[src/rtl/vga_console_pkg.sv]
// vga_console_pkg: shared types for the VGA text-console sequencer.
// Holds the sequencer state enum, control-code constants and the write bundle.
package vga_console_pkg;

    typedef enum logic [1:0] {
        CLR_SCR  = 2'd0,
        CLR_LINE = 2'd1,
        IDLE     = 2'd2
    } state_t;

    localparam logic [7:0] CC_BS     = 8'h08;
    localparam logic [7:0] CC_LF     = 8'h0A;
    localparam logic [7:0] CC_FF     = 8'h0C;
    localparam logic [7:0] CC_CR     = 8'h0D;
    localparam logic [7:0] CC_SPACE  = 8'h20;
    localparam logic [7:0] PRINT_MAX = 8'h7E;

    // One character-cell write as presented to the character memory.
    typedef struct packed {
        logic [4:0] row;
        logic [6:0] col;
        logic [7:0] ascii;
        logic [2:0] fg;
        logic [2:0] bg;
    } cell_wr_t;

endpackage

[src/rtl/vga_cursor_blink.sv]
// vga_cursor_blink: free-running cursor blink phase, reloaded on activity.
// Ports: clk, rst_n (async low), reload (restart phase, show cursor), vis.
module vga_cursor_blink #(
    parameter int BLINK_CYCLES = 25_000_000
) (
    input  logic clk,
    input  logic rst_n,
    input  logic reload,
    output logic vis
);

    localparam int CW = (BLINK_CYCLES > 1) ? $clog2(BLINK_CYCLES) : 1;
    localparam logic [CW-1:0] CNT_LAST = CW'(BLINK_CYCLES - 1);

    logic [CW-1:0] cnt_q;
    logic          vis_q;

    always_ff @(posedge clk or negedge rst_n) begin
        if (!rst_n) begin
            cnt_q <= '0;
            vis_q <= 1'b1;
        end else if (reload) begin
            cnt_q <= '0;
            vis_q <= 1'b1;
        end else if (cnt_q == CNT_LAST) begin
            cnt_q <= '0;
            vis_q <= ~vis_q;
        end else begin
            cnt_q <= cnt_q + 1'b1;
        end
    end

    assign vis = vis_q;

endmodule

[src/rtl/vga_console_ctrl.sv]
// vga_console_ctrl: byte-stream text console driving the VGA char-memory write port.
// Ports: clk, rst_n (async low); in_valid/in_data/in_ready byte handshake with
// cfg_fg/cfg_bg colours; we/wr_addr/wc_addr/w_ascii/w_fg_color/w_bg_color write
// port (registered); cur_row/cur_col/cur_vis cursor; busy while clearing.
// Define VGA_CONSOLE_BLINK_EN to blink cur_vis; otherwise cur_vis is held at 1.
module vga_console_ctrl
    import vga_console_pkg::*;
#(
    parameter int         ROWS   = 30,
    parameter int         COLS   = 70,
    parameter logic [2:0] DEF_FG = 3'b111,
    parameter logic [2:0] DEF_BG = 3'b000
`ifdef VGA_CONSOLE_BLINK_EN
    ,
    parameter int         BLINK_CYCLES = 25_000_000
`endif
) (
    input  logic       clk,
    input  logic       rst_n,
    input  logic       in_valid,
    input  logic [7:0] in_data,
    output logic       in_ready,
    input  logic [2:0] cfg_fg,
    input  logic [2:0] cfg_bg,
    output logic       we,
    output logic [4:0] wr_addr,
    output logic [6:0] wc_addr,
    output logic [7:0] w_ascii,
    output logic [2:0] w_fg_color,
    output logic [2:0] w_bg_color,
    output logic [4:0] cur_row,
    output logic [6:0] cur_col,
    output logic       cur_vis,
    output logic       busy
);

    localparam logic [4:0] ROW_LAST = 5'(ROWS - 1);
    localparam logic [6:0] COL_LAST = 7'(COLS - 1);

    state_t     state_q, state_d;
    logic [4:0] clr_row_q, clr_row_d;
    logic [6:0] clr_col_q, clr_col_d;
    logic       clr_done_q, clr_done_d;
    logic [4:0] cur_row_q, cur_row_d;
    logic [6:0] cur_col_q, cur_col_d;
    logic       we_q, we_d;
    cell_wr_t   wr_q, wr_d;

    logic       hs;
    logic       is_print;
    logic       new_line;
    logic [4:0] row_next;

    assign hs       = in_valid && (state_q == IDLE);
    assign is_print = (in_data >= CC_SPACE) && (in_data <= PRINT_MAX);
    assign row_next = (cur_row_q == ROW_LAST) ? 5'd0 : cur_row_q + 5'd1;

    function automatic cell_wr_t blank(input logic [4:0] r, input logic [6:0] c);
        return '{row: r, col: c, ascii: CC_SPACE, fg: DEF_FG, bg: DEF_BG};
    endfunction

    always_ff @(posedge clk or negedge rst_n) begin
        if (!rst_n) begin
            state_q    <= CLR_SCR;
            clr_row_q  <= '0;
            clr_col_q  <= '0;
            clr_done_q <= 1'b0;
            cur_row_q  <= '0;
            cur_col_q  <= '0;
            we_q       <= 1'b0;
            wr_q       <= '0;
        end else begin
            state_q    <= state_d;
            clr_row_q  <= clr_row_d;
            clr_col_q  <= clr_col_d;
            clr_done_q <= clr_done_d;
            cur_row_q  <= cur_row_d;
            cur_col_q  <= cur_col_d;
            we_q       <= we_d;
            wr_q       <= wr_d;
        end
    end

    // clr_done marks that the final clear write has been issued; the FSM
    // lingers one more cycle so in_ready rises only after that write.
    always_comb begin
        state_d    = state_q;
        clr_row_d  = clr_row_q;
        clr_col_d  = clr_col_q;
        clr_done_d = clr_done_q;
        cur_row_d  = cur_row_q;
        cur_col_d  = cur_col_q;
        we_d       = 1'b0;
        wr_d       = wr_q;
        new_line   = 1'b0;

        unique case (state_q)
            IDLE: begin
                if (hs) begin
                    unique case (1'b1)
                        is_print: begin
                            we_d = 1'b1;
                            wr_d = '{row: cur_row_q, col: cur_col_q,
                                     ascii: in_data, fg: cfg_fg, bg: cfg_bg};
                            if (cur_col_q < COL_LAST)
                                cur_col_d = cur_col_q + 7'd1;
                            else
                                new_line = 1'b1;
                        end
                        (in_data == CC_LF): new_line = 1'b1;
                        (in_data == CC_CR): cur_col_d = '0;
                        (in_data == CC_BS): begin
                            if (cur_col_q != 7'd0) begin
                                cur_col_d = cur_col_q - 7'd1;
                                we_d      = 1'b1;
                                wr_d      = blank(cur_row_q, cur_col_q - 7'd1);
                            end
                        end
                        (in_data == CC_FF): begin
                            state_d    = CLR_SCR;
                            clr_row_d  = '0;
                            clr_col_d  = '0;
                            clr_done_d = 1'b0;
                            cur_row_d  = '0;
                            cur_col_d  = '0;
                        end
                        default: ;
                    endcase
                end
            end
            CLR_LINE: begin
                if (clr_done_q) begin
                    state_d = IDLE;
                end else begin
                    we_d = 1'b1;
                    wr_d = blank(cur_row_q, clr_col_q);
                    if (clr_col_q == COL_LAST)
                        clr_done_d = 1'b1;
                    else
                        clr_col_d = clr_col_q + 7'd1;
                end
            end
            CLR_SCR: begin
                if (clr_done_q) begin
                    state_d = IDLE;
                end else begin
                    we_d = 1'b1;
                    wr_d = blank(clr_row_q, clr_col_q);
                    if (clr_col_q == COL_LAST) begin
                        clr_col_d = '0;
                        if (clr_row_q == ROW_LAST)
                            clr_done_d = 1'b1;
                        else
                            clr_row_d = clr_row_q + 5'd1;
                    end else begin
                        clr_col_d = clr_col_q + 7'd1;
                    end
                end
            end
            default: state_d = IDLE;
        endcase

        // Any row change lands on a freshly cleared line.
        if (new_line) begin
            state_d    = CLR_LINE;
            cur_row_d  = row_next;
            cur_col_d  = '0;
            clr_col_d  = '0;
            clr_done_d = 1'b0;
        end
    end

    assign in_ready   = (state_q == IDLE);
    assign busy       = (state_q != IDLE);
    assign we         = we_q;
    assign wr_addr    = wr_q.row;
    assign wc_addr    = wr_q.col;
    assign w_ascii    = wr_q.ascii;
    assign w_fg_color = wr_q.fg;
    assign w_bg_color = wr_q.bg;
    assign cur_row    = cur_row_q;
    assign cur_col    = cur_col_q;

`ifdef VGA_CONSOLE_BLINK_EN
    vga_cursor_blink #(
        .BLINK_CYCLES(BLINK_CYCLES)
    ) u_blink (
        .clk   (clk),
        .rst_n (rst_n),
        .reload(hs),
        .vis   (cur_vis)
    );
`else
    assign cur_vis = 1'b1;
`endif

endmodule

[config.mk]
export PLATFORM = sky130hd
export DESIGN_NAME = vga_console_ctrl
export DESIGN_NICKNAME = d
export VERILOG_FILES = /design/src/rtl/vga_console_pkg.sv /design/src/rtl/vga_cursor_blink.sv /design/src/rtl/vga_console_ctrl.sv
export SDC_FILE = /design/constraint.sdc
export NUM_CORES = 1
export LEC_CHECK = 0
export ABC_AREA = 1
export CAP_MARGIN = 15
export CORE_ASPECT_RATIO = 0.7
export CORE_MARGIN = 5
export CORE_UTILIZATION = 55
export DETAILED_ROUTE_END_ITERATION = 7
export DONT_BUFFER_PORTS = 1
export HOLD_SLACK_MARGIN = 0.05
export MAX_ROUTING_LAYER = met4
export PLACE_DENSITY_LB_ADDON = 0.25
export SYNTH_ARGS = -nofsm -noshare
export SYNTH_HDL_FRONTEND = slang
export SYNTH_SLANG_ARGS = --single-unit
[constraint.sdc]
create_clock -name clk -period 2.5 [get_ports clk]
set_input_delay 0 -clock clk [delete_from_list [all_inputs] [get_ports clk]]
set_output_delay 0 -clock clk [all_outputs]
set_load 0.03 [all_outputs]
* Yosys cells after proc, flatten, opt, wreduce, memory -nomap -nowiden *
Index checks and enable logic that the tools add are counted.

operators by class
  add/sub/neg operators = 5
  magnitude comparators = 3
  eq/ne operators = 26
  mux-type cells = 52
  reduce and logical (&&, ||, !) cells = 20

operator list
  cell                   number
  $mux W26               4
  $mux W7                12
  $pmux W26 S3           1
  $pmux W26 S2           1
  $pmux W7 S3            2
  $mux W5                8
  $eq A8 B4 Y1 const B   4
  $reduce_and A6 Y1      3
  $ne A3 B1 Y1 const B   5
  $add A7 B1 Y7 const B  2
  $mux W1                14
  $add A5 B1 Y5 const B  2
  $eq A5 B5 Y1 const B   2
  $ne A2 B2 Y1 const B   5
  $pmux W5 S2            1
  $ne A3 B3 Y1 const B   3
  $reduce_and A3 Y1      3
  $ge A8 B6 Y1 const B   1
  $le A8 B7 Y1 const B   1
  $mux W2                4
  $reduce_bool A2 Y1     4
  $reduce_bool A4 Y1     2
  $eq A7 B7 Y1 const B   1
  $lt A7 B7 Y1 const B   1
  14 further kinds       20

word-level totals
  register bits after elaboration = 54
  input port bits = 17
  word-level logic and storage cells = 118

* Depth between registers and ports, before layout *
Gate-level depths: netlist (run 1).

  depth in word-level cells = 7
  depth in mapped cells = 14
  depth with buffers taken out = 12

* Least setup slack after synthesis (run 1) *
OpenSTA, ideal clock, no wires.

  path type = register -> register
  start point = reg cur_col_q[0], in the netlist cur_col[0]
  end point = reg cur_col_q[6], in the netlist cur_col[6]
  library setup time = 0.120 ns
  arrival time = 1.556 ns
  slack = 0.824 ns
  cell stages (with the launch flop) = 10
  path buffers = 1
  clock period less this slack = 1.676 ns
  cells stage by stage = dfrtp_1 -> inv_1 -> ha_1 -> nand3_1 -> o21ai_2 -> nand4_1 -> nand2_2 -> buf_6 -> nand2_1 -> o21ai_2

between the ends
  word-level cells in the longest chain between the ends = 7
  elaborated cells on any way between the ends = 20
  classes of those cells = add/sub: 2; order compare: 1; eq/ne: 2; mux: 10; reduce/logical: 5

ends and longest elaborated chain
  item                                            line                     RTL
  start: declaration                              vga_console_ctrl.sv:45   logic [6:0] cur_col_q, cur_col_d;
  start signal: assignment                        vga_console_ctrl.sv:78   cur_col_q <= cur_col_d;
  $lt A7 B7 Y1                                    vga_console_ctrl.sv:105  if (cur_col_q < COL_LAST)
  $mux W1                                         vga_console_ctrl.sv:105
  $pmux W1 S2                                     vga_console_ctrl.sv:100  unique case (1'b1)
  $mux W1                                         vga_console_ctrl.sv:99   if (hs) begin
  $mux W1                                         vga_console_ctrl.sv:97   unique case (state_q)
  $ne A3 B2 Y1 (no line) (tied with other cells)  --
  $reduce_and A5 Y1 (no line)                     --

Several ways; a longest one is shown, not always the timed one. The select of a mux whose other input is x is not followed.
A chain may end at the register's enable or synchronous reset.

* Worst setup path after layout (run 1) *
  start point = reg cur_col_q[3], in the netlist cur_col[3]
  end point = reg cur_row_q[0], in the netlist cur_row[0]

between the ends
  word-level cells in the longest chain between the ends = 7
  elaborated cells on any way between the ends = 10
  classes of those cells = order compare: 1; mux: 5; reduce/logical: 4

ends and longest elaborated chain
  item                          line                     RTL
  $lt A7 B7 Y1 (*)              vga_console_ctrl.sv:105
  $mux W1 (*)                   vga_console_ctrl.sv:105
  $pmux W1 S2 (*)               vga_console_ctrl.sv:100
  $mux W1 (*)                   vga_console_ctrl.sv:99
  $mux W1 (*)                   vga_console_ctrl.sv:97
  $reduce_bool A2 Y1 (no line)  --
  $reduce_and A3 Y1 (no line)   --
  end signal: assignment        vga_console_ctrl.sv:77   cur_row_q <= cur_row_d;
  end: declaration              vga_console_ctrl.sv:44   logic [4:0] cur_row_q, cur_row_d;

Every way passes the cells marked *; elsewhere a longest branch is shown, timed or not.

==> results.toml, run 1 <==
[route]
drc = 0
vias = 2903
drt_iter0_markers = 220
firstDrtPassIters = 5
finalWirelength_mm = 8.043
drt.antenna.violating_nets = 0
wl_per_cell_um = 15.35
vias_per_cell = 5.540

[sta]
final_hold_viol_count = 0
worstMarginPinSlew_ns = 0.5965
max_freq_mhz = 490.4
tns_ns = 0
rsz0062_at_grt = "no"
slew_headroom = 0.5981
min_period_ns = 2.039
fin_crit_sh = 0.8157
finalSetupViolCount = 0
drv_slew = 0
fin_hold_ws_ns = 0.1222
layout_setup_ws_ns = 0.4608
final.setup_skew_ns = 0.005699

[cts]
path_clk_slew_ns = 0.10
clock_sinks = 54
cts_tree = "built"
clockBufferDepth = 2
clk_latency_ns = 0.31
htree_levels = 2
cts_inserted_buffers = 5
cts_root_buf = "clkbuf_8"
cts_resized = 0

[floorplanning]
die_w_um = 104.6
initial_core_util = 0.5600
rows = 24
pin_count = 59
die_height_um = 76.24
die_area_mm2 = 0.007976
placeableCoreArea_mm2 = 0.006156

[pwr]
power_leakage_nw = 1.796
switching_share = 0.4992
p_sw_mw = 1.732
pwr-share-seq = 0.495
clkPwrFrac = 0.147
power.density_mw_per_mm2 = 933.7
pwr-share-comb = 0.358
vdd_ir_drop_max_uv = 311.4
p_int_mw = 1.738

[global_route]
grt_use_total = 0.2128
grt-ovfl-total = 0
antenna_found_initial = 0
first_global_vias = 2568
grt_pass1_wl_mm = 13.75
grt_max_degree = 55

[logic_synthesis]
ys_warn_count = 0
synth.distinct_cells = 38
synth.largest_area_cell = "dfrtp_1"
synth-main-ff-cell = "dfrtp_1"
avgSynthCellArea_um2 = 7.961
synth_edf_count = 0
syn_nets = 460
synthesis.area_mm2 = 0.003447
async_flop_share = 1.000
synth.top_cell.area_share = 0.3920
yosysSeqAreaShare = 0.3920
synthTopCellsByArea = "dfrtp_1 (39%), nand2_1 (14%), o21ai_2 (5.1%)"
ys_seq_elements = 54
syn_inst = 433

[run]
drv_cap = 0

[worst_setup_path]
startpoint = "cur_col[3]"
worst_ep_required_time_ns = 2.68
critPathCaptureType = "flip-flop"
path_class = "reg -> reg"
worstReg2RegStart = "cur_col[3]"
path_max_fanout = 12
cp.arrival_ns = 2.22
startpoint_type = "flip-flop"

[final_layout]
drive_gt1_frac = 0.1659
nNetsFinal = 472
n_antenna_cell = 0
syn2layout_area_growth_pct = 7.804

[worst_hold_path]
hp-start = "in_valid"
worstHoldPathType = "in -> reg"

[placement]
dp_slack_ns = 0.4535
port-buffer-count = 0
hpwl_mm = 5.806
place_congestion = 0.9098

[run_status]
status = "finished clean"
-- Yosys cell counts (3+ instances only) --
| cell type | number |
|---|---|
| ha_1 | 10 |
| buf_6 | 9 |
| o21ai_1 | 10 |
| nand3_2 | 4 |
| inv_2 | 5 |
| xnor2_1 | 3 |
| nand3_1 | 26 |
| nor2_2 | 6 |
| a21oi_2 | 3 |
| mux2i_1 | 3 |
| o21ai_2 | 20 |
| dfrtp_1 | 54 |
| xor2_1 | 9 |
| nor2_8 | 3 |
| a21oi_1 | 3 |
| nor2_1 | 36 |
| nand2_1 | 127 |
| nand2_4 | 3 |
| o21ai_0 | 21 |
| nand2_2 | 7 |
| inv_1 | 28 |
| buf_4 | 3 |
| nand4_1 | 15 |
| o31ai_1 | 4 |
-- kinds of logic (layout without fill, tap and decap cells) --
kind of cell	count (synthesis)	count (layout)	share of synthesized area
simple gates	232	232	0.3165
buf+inv	53	66	0.08312
mux	3	3	0.008712
other cells	1	1	0.001088
xor+xnor	12	12	0.03049
flops	54	54	0.3920
fa+ha+maj	10	10	0.03630
compound gates	68	68	0.1318
-- flip-flops by register name, summed over array words and instances (netlist names) --
name	cells
clr_row_q	5
wc_addr	7
w_fg_color	3
we	1
w_ascii	8
cur_col	7
clr_done_q	1
state_q	2
w_bg_color	3
cur_row	5
clr_col_q	7
wr_addr	5
-- layer usage --
layer	part of all wire	vias up	GRT usage
met5	0	-	-
met4	0.0050	0	0.02299
met3	0.095	5	0.06097
met2	0.42	90	0.2876
met1	0.48	1374	0.3253
li1	-	1434	-
-- cell type report --
type,count,area (um2)
fillers,556,2440
multi-input cells,326,1809
flip-flops and latches,54,1351
repair buffers,23,227.7
inverters,35,136.4
well taps,78,97.59
clock buffers,5,68.82
clock inverters,3,25.02
-- path summary, 6_finish.rpt --
kind / cells past startpoint / slack [ns] / endpoint
setup reg to reg: 11 / 0.46 / cur_row[0]
max in group asynchronous: 2 / 2.04 / wc_addr[0]
setup / recovery: 11 / 0.46 / cur_row[0]
hold / removal: 4 / 0.12 / state_q[0]
min in group asynchronous: 2 / 0.21 / cur_col[2]
hold reg to reg: 2 / 0.52 / clr_col_q[6]
-- per-stage QoR --
| stage | util | total power [mW] | instances | cell area, um2 |
|---|---|---|---|---|
| after floorplan | - | 2.721 | 433 | 3447 |
| after global placement | 0.5612 | 2.902 | 501 | 3455 |
| after detailed placement | 0.5612 | 2.933 | 501 | 3455 |
| after CTS | 0.6037 | 3.486 | 524 | 3716 |
| after global routing | 0.6037 | 3.741 | 524 | 3716 |
| final | 0.6037 | 3.470 | 524 | 3716 |
-- timing repair --
item | in CTS | in global routing
buffers inserted | 0 | 0
hold buffers | 15 | 0
hold endpoints to repair | 67 | 0
-- worst max-delay path: stages (launching register included) --
cell and delay, ns:
dfrtp_1 0.73, inv_2 0.10, nand2_2 0.12, o21ai_1 0.06
nand2_1 0.10, nand2_1 0.08, nand2_2 0.10, nand2_4 0.11
nand2_4 0.17, nand2_1 0.17, nand2_1 0.08, o21ai_0 0.08
-- power groups by stage --
| stage | Clock [mW] | Combinational [mW] | Sequential (mW) |
|---|---|---|---|
| floorplan | 0 | 1.05 | 1.68 |
| global placement | 0 | 1.17 | 1.73 |
| detailed placement | 0 | 1.20 | 1.74 |
| CTS | 0.524 | 1.24 | 1.72 |
| global route | 0.574 | 1.41 | 1.76 |
| finish | 0.510 | 1.24 | 1.72 |
-- cell usage in the layout (no fill, tap or decap), types with 5 or more instances in the layout --
master	n
nand2_2	7
clkbuf_8	5
nor2_1	36
buf_4	8
nand2_1	127
nand4_1	15
nor2_2	6
dfrtp_1	54
o21ai_1	10
nand3_1	26
o21ai_2	20
dlygate4sd3_1	14
inv_1	28
o21ai_0	21
inv_2	5
xor2_1	9
ha_1	10
Note: power is estimated with default switching activity, not from simulation.
==> inputs of run 2 (changes only) <==
clock period = 1.8 ns   (was 2.5 ns; I/O delays follow)
==> run 2 against run 1 <==
Net effect:
- sequential power is 32% higher
- critical path depth is 5 lower
- via count is 2.7% higher
- non-clock buffer count is 19 higher
- first-iteration DRC count is 10% lower
- highest routed layer unchanged
- largest power group unchanged
- sequential cell count stayed put
==> results.toml, run 2 (synthesis results as in run 1) <==
[run_status]
status = "finished clean"

[final_layout]
layout_commonest_cell = "nand2_1"
largest_register_ffs = 8
nNetsFinal = 492
syn2layout_area_growth_pct = 13.43
n_antenna_cell = 0
drive_gt1_frac = 0.2060
final_cell_mix = "nand2_1 (127), dfrtp_1 (52), nor2_1 (36)"

[global_route]
grt_use_total = 0.2139
antenna_found_initial = 0
grt-ovfl-total = 0
first_global_vias = 2627
grt_pass1_wl_mm = 13.57
grt_max_degree = 55

[sta]
final.setup_skew_ns = 0.01550
final_hold_viol_count = 0
min_period_ns = 1.746
max_freq_mhz = 572.7
tns_ns = 0
layout_setup_ws_ns = 0.05392
fin_crit_sh = 0.9700
rsz0062_at_grt = "yes"
finalSetupViolCount = 0
drv_slew = 0

[floorplanning]
pin_count = 59
die_w_um = 104.6
initial_core_util = 0.5600
rows = 24
die_height_um = 76.24
placeableCoreArea_mm2 = 0.006156
die_area_mm2 = 0.007976

[route]
drt_iter0_markers = 198
firstDrtPassIters = 5
wl_per_cell_um = 15.65
finalWirelength_mm = 8.511
vias_per_cell = 5.480
drt.antenna.violating_nets = 0
drc = 0
vias = 2981

[worst_setup_path]
cp_num_buf_inv = 1
critPathCaptureType = "flip-flop"
crit_family = "flip-flops"
startpoint = "state_q[0]"
startpoint_type = "flip-flop"
path_class = "reg -> reg"
worst_ep_required_time_ns = 2.02
worstReg2RegStart = "state_q[0]"
crit_slowest_cell = "dfrtp_1"
path_max_fanout = 9
crit_chain = "nor2_2 > buf_4 > a21oi_2 > nand3_1 > nand2_1 > o21ai_0"
critPathMaxStageDelay_ns = 0.63
cp.arrival_ns = 1.96

[cts]
cts_root_buf = "clkbuf_8"
path_clk_slew_ns = 0.11
clk_latency_ns = 0.33
clock_sinks = 54
clockBufferDepth = 2
htree_levels = 2
cts_tree = "built"
cts_inserted_buffers = 5

[worst_hold_path]
hp-start = "in_valid"
worstHoldPathType = "in -> reg"

[pwr]
power.density_mw_per_mm2 = 1298
power_leakage_nw = 1.915
vdd_ir_drop_max_uv = 400.7

[placement]
place_congestion = 0.9299
dp_slack_ns = 0.1115
port-buffer-count = 0
hpwl_mm = 6.113

[run]
drv_cap = 0
run 2: path summary, 6_finish.rpt:
path | cells after the start | slack (ns) | endpoint
worst max-delay path | 6 | 0.05 | clr_row_q[0]
worst min-delay path | 4 | 0.14 | cur_col[5]
worst max register to register | 6 | 0.05 | clr_row_q[0]
worst min register to register | 2 | 0.53 | clr_col_q[6]
max in group asynchronous | 2 | 1.38 | state_q[1]
min in group asynchronous | 2 | 0.15 | cur_col[3]
run 2: what timing repair did:
item,4_1_cts,5_1_grt
setup buffers,0,2
endpoints found under the hold margin,68,0
endpoints found under the setup margin,0,22
hold buffers,16,0
resized for setup,0,7
run 2: routing by layer:
layer  vias up  track usage  routed length [um]
met2       110       0.2920                3554
li1       1475            -                   -
met3         5      0.06943                 814
met5         -            -                   0
met4         0      0.03576                  60
met1      1391       0.3141                4082
run 2: through the flow:
stage / cell area, um2 / util / hold WS (ns) / cells / total power [mW]
2_1_floorplan: 3447 / - / -0.2956 / 433 / 3.780
6_report: 3910 / 0.6352 / 0.1422 / 544 / 5.076
3_3_place_gp: 3600 / 0.5848 / -0.2928 / 517 / 4.201
5_1_grt: 3910 / 0.6352 / 0.1576 / 544 / 5.407
4_1_cts: 3875 / 0.6295 / 0.1700 / 541 / 5.051
3_5_place_dp: 3600 / 0.5848 / -0.2929 / 517 / 4.239
run 2: layout make-up:
| class | count | area [um2] |
|---|---|---|
| Fill cell | 543 | 2246 |
| Multi-Input combinational cell | 327 | 1827 |
| Sequential cell | 54 | 1354 |
| Timing Repair Buffer | 42 | 397.9 |
| Inverter | 35 | 136.4 |
| Tap cell | 78 | 97.59 |
| Clock buffer | 5 | 68.82 |
| Clock inverter | 3 | 28.78 |
run 2: power by group:
part / total [mW] / internal [mW] / leakage (nW) / switching [mW]
sequential: 2.27 / 1.53 / 0.713 / 0.742
clock: 0.753 / 0.290 / 0.0502 / 0.463
combinational: 2.05 / 0.768 / 1.15 / 1.29
total: 5.08 / 2.58 / 1.92 / 2.49
run 2: worst reg2reg max path, delay by kind of cell, from the launching register on:
kind                   cells  cell delay [ns]
AO/OA/AOI/OAI              2             0.29
AND/OR/NAND/NOR            3             0.51
buffers and inverters      1             0.22
flip-flops                 1             0.63
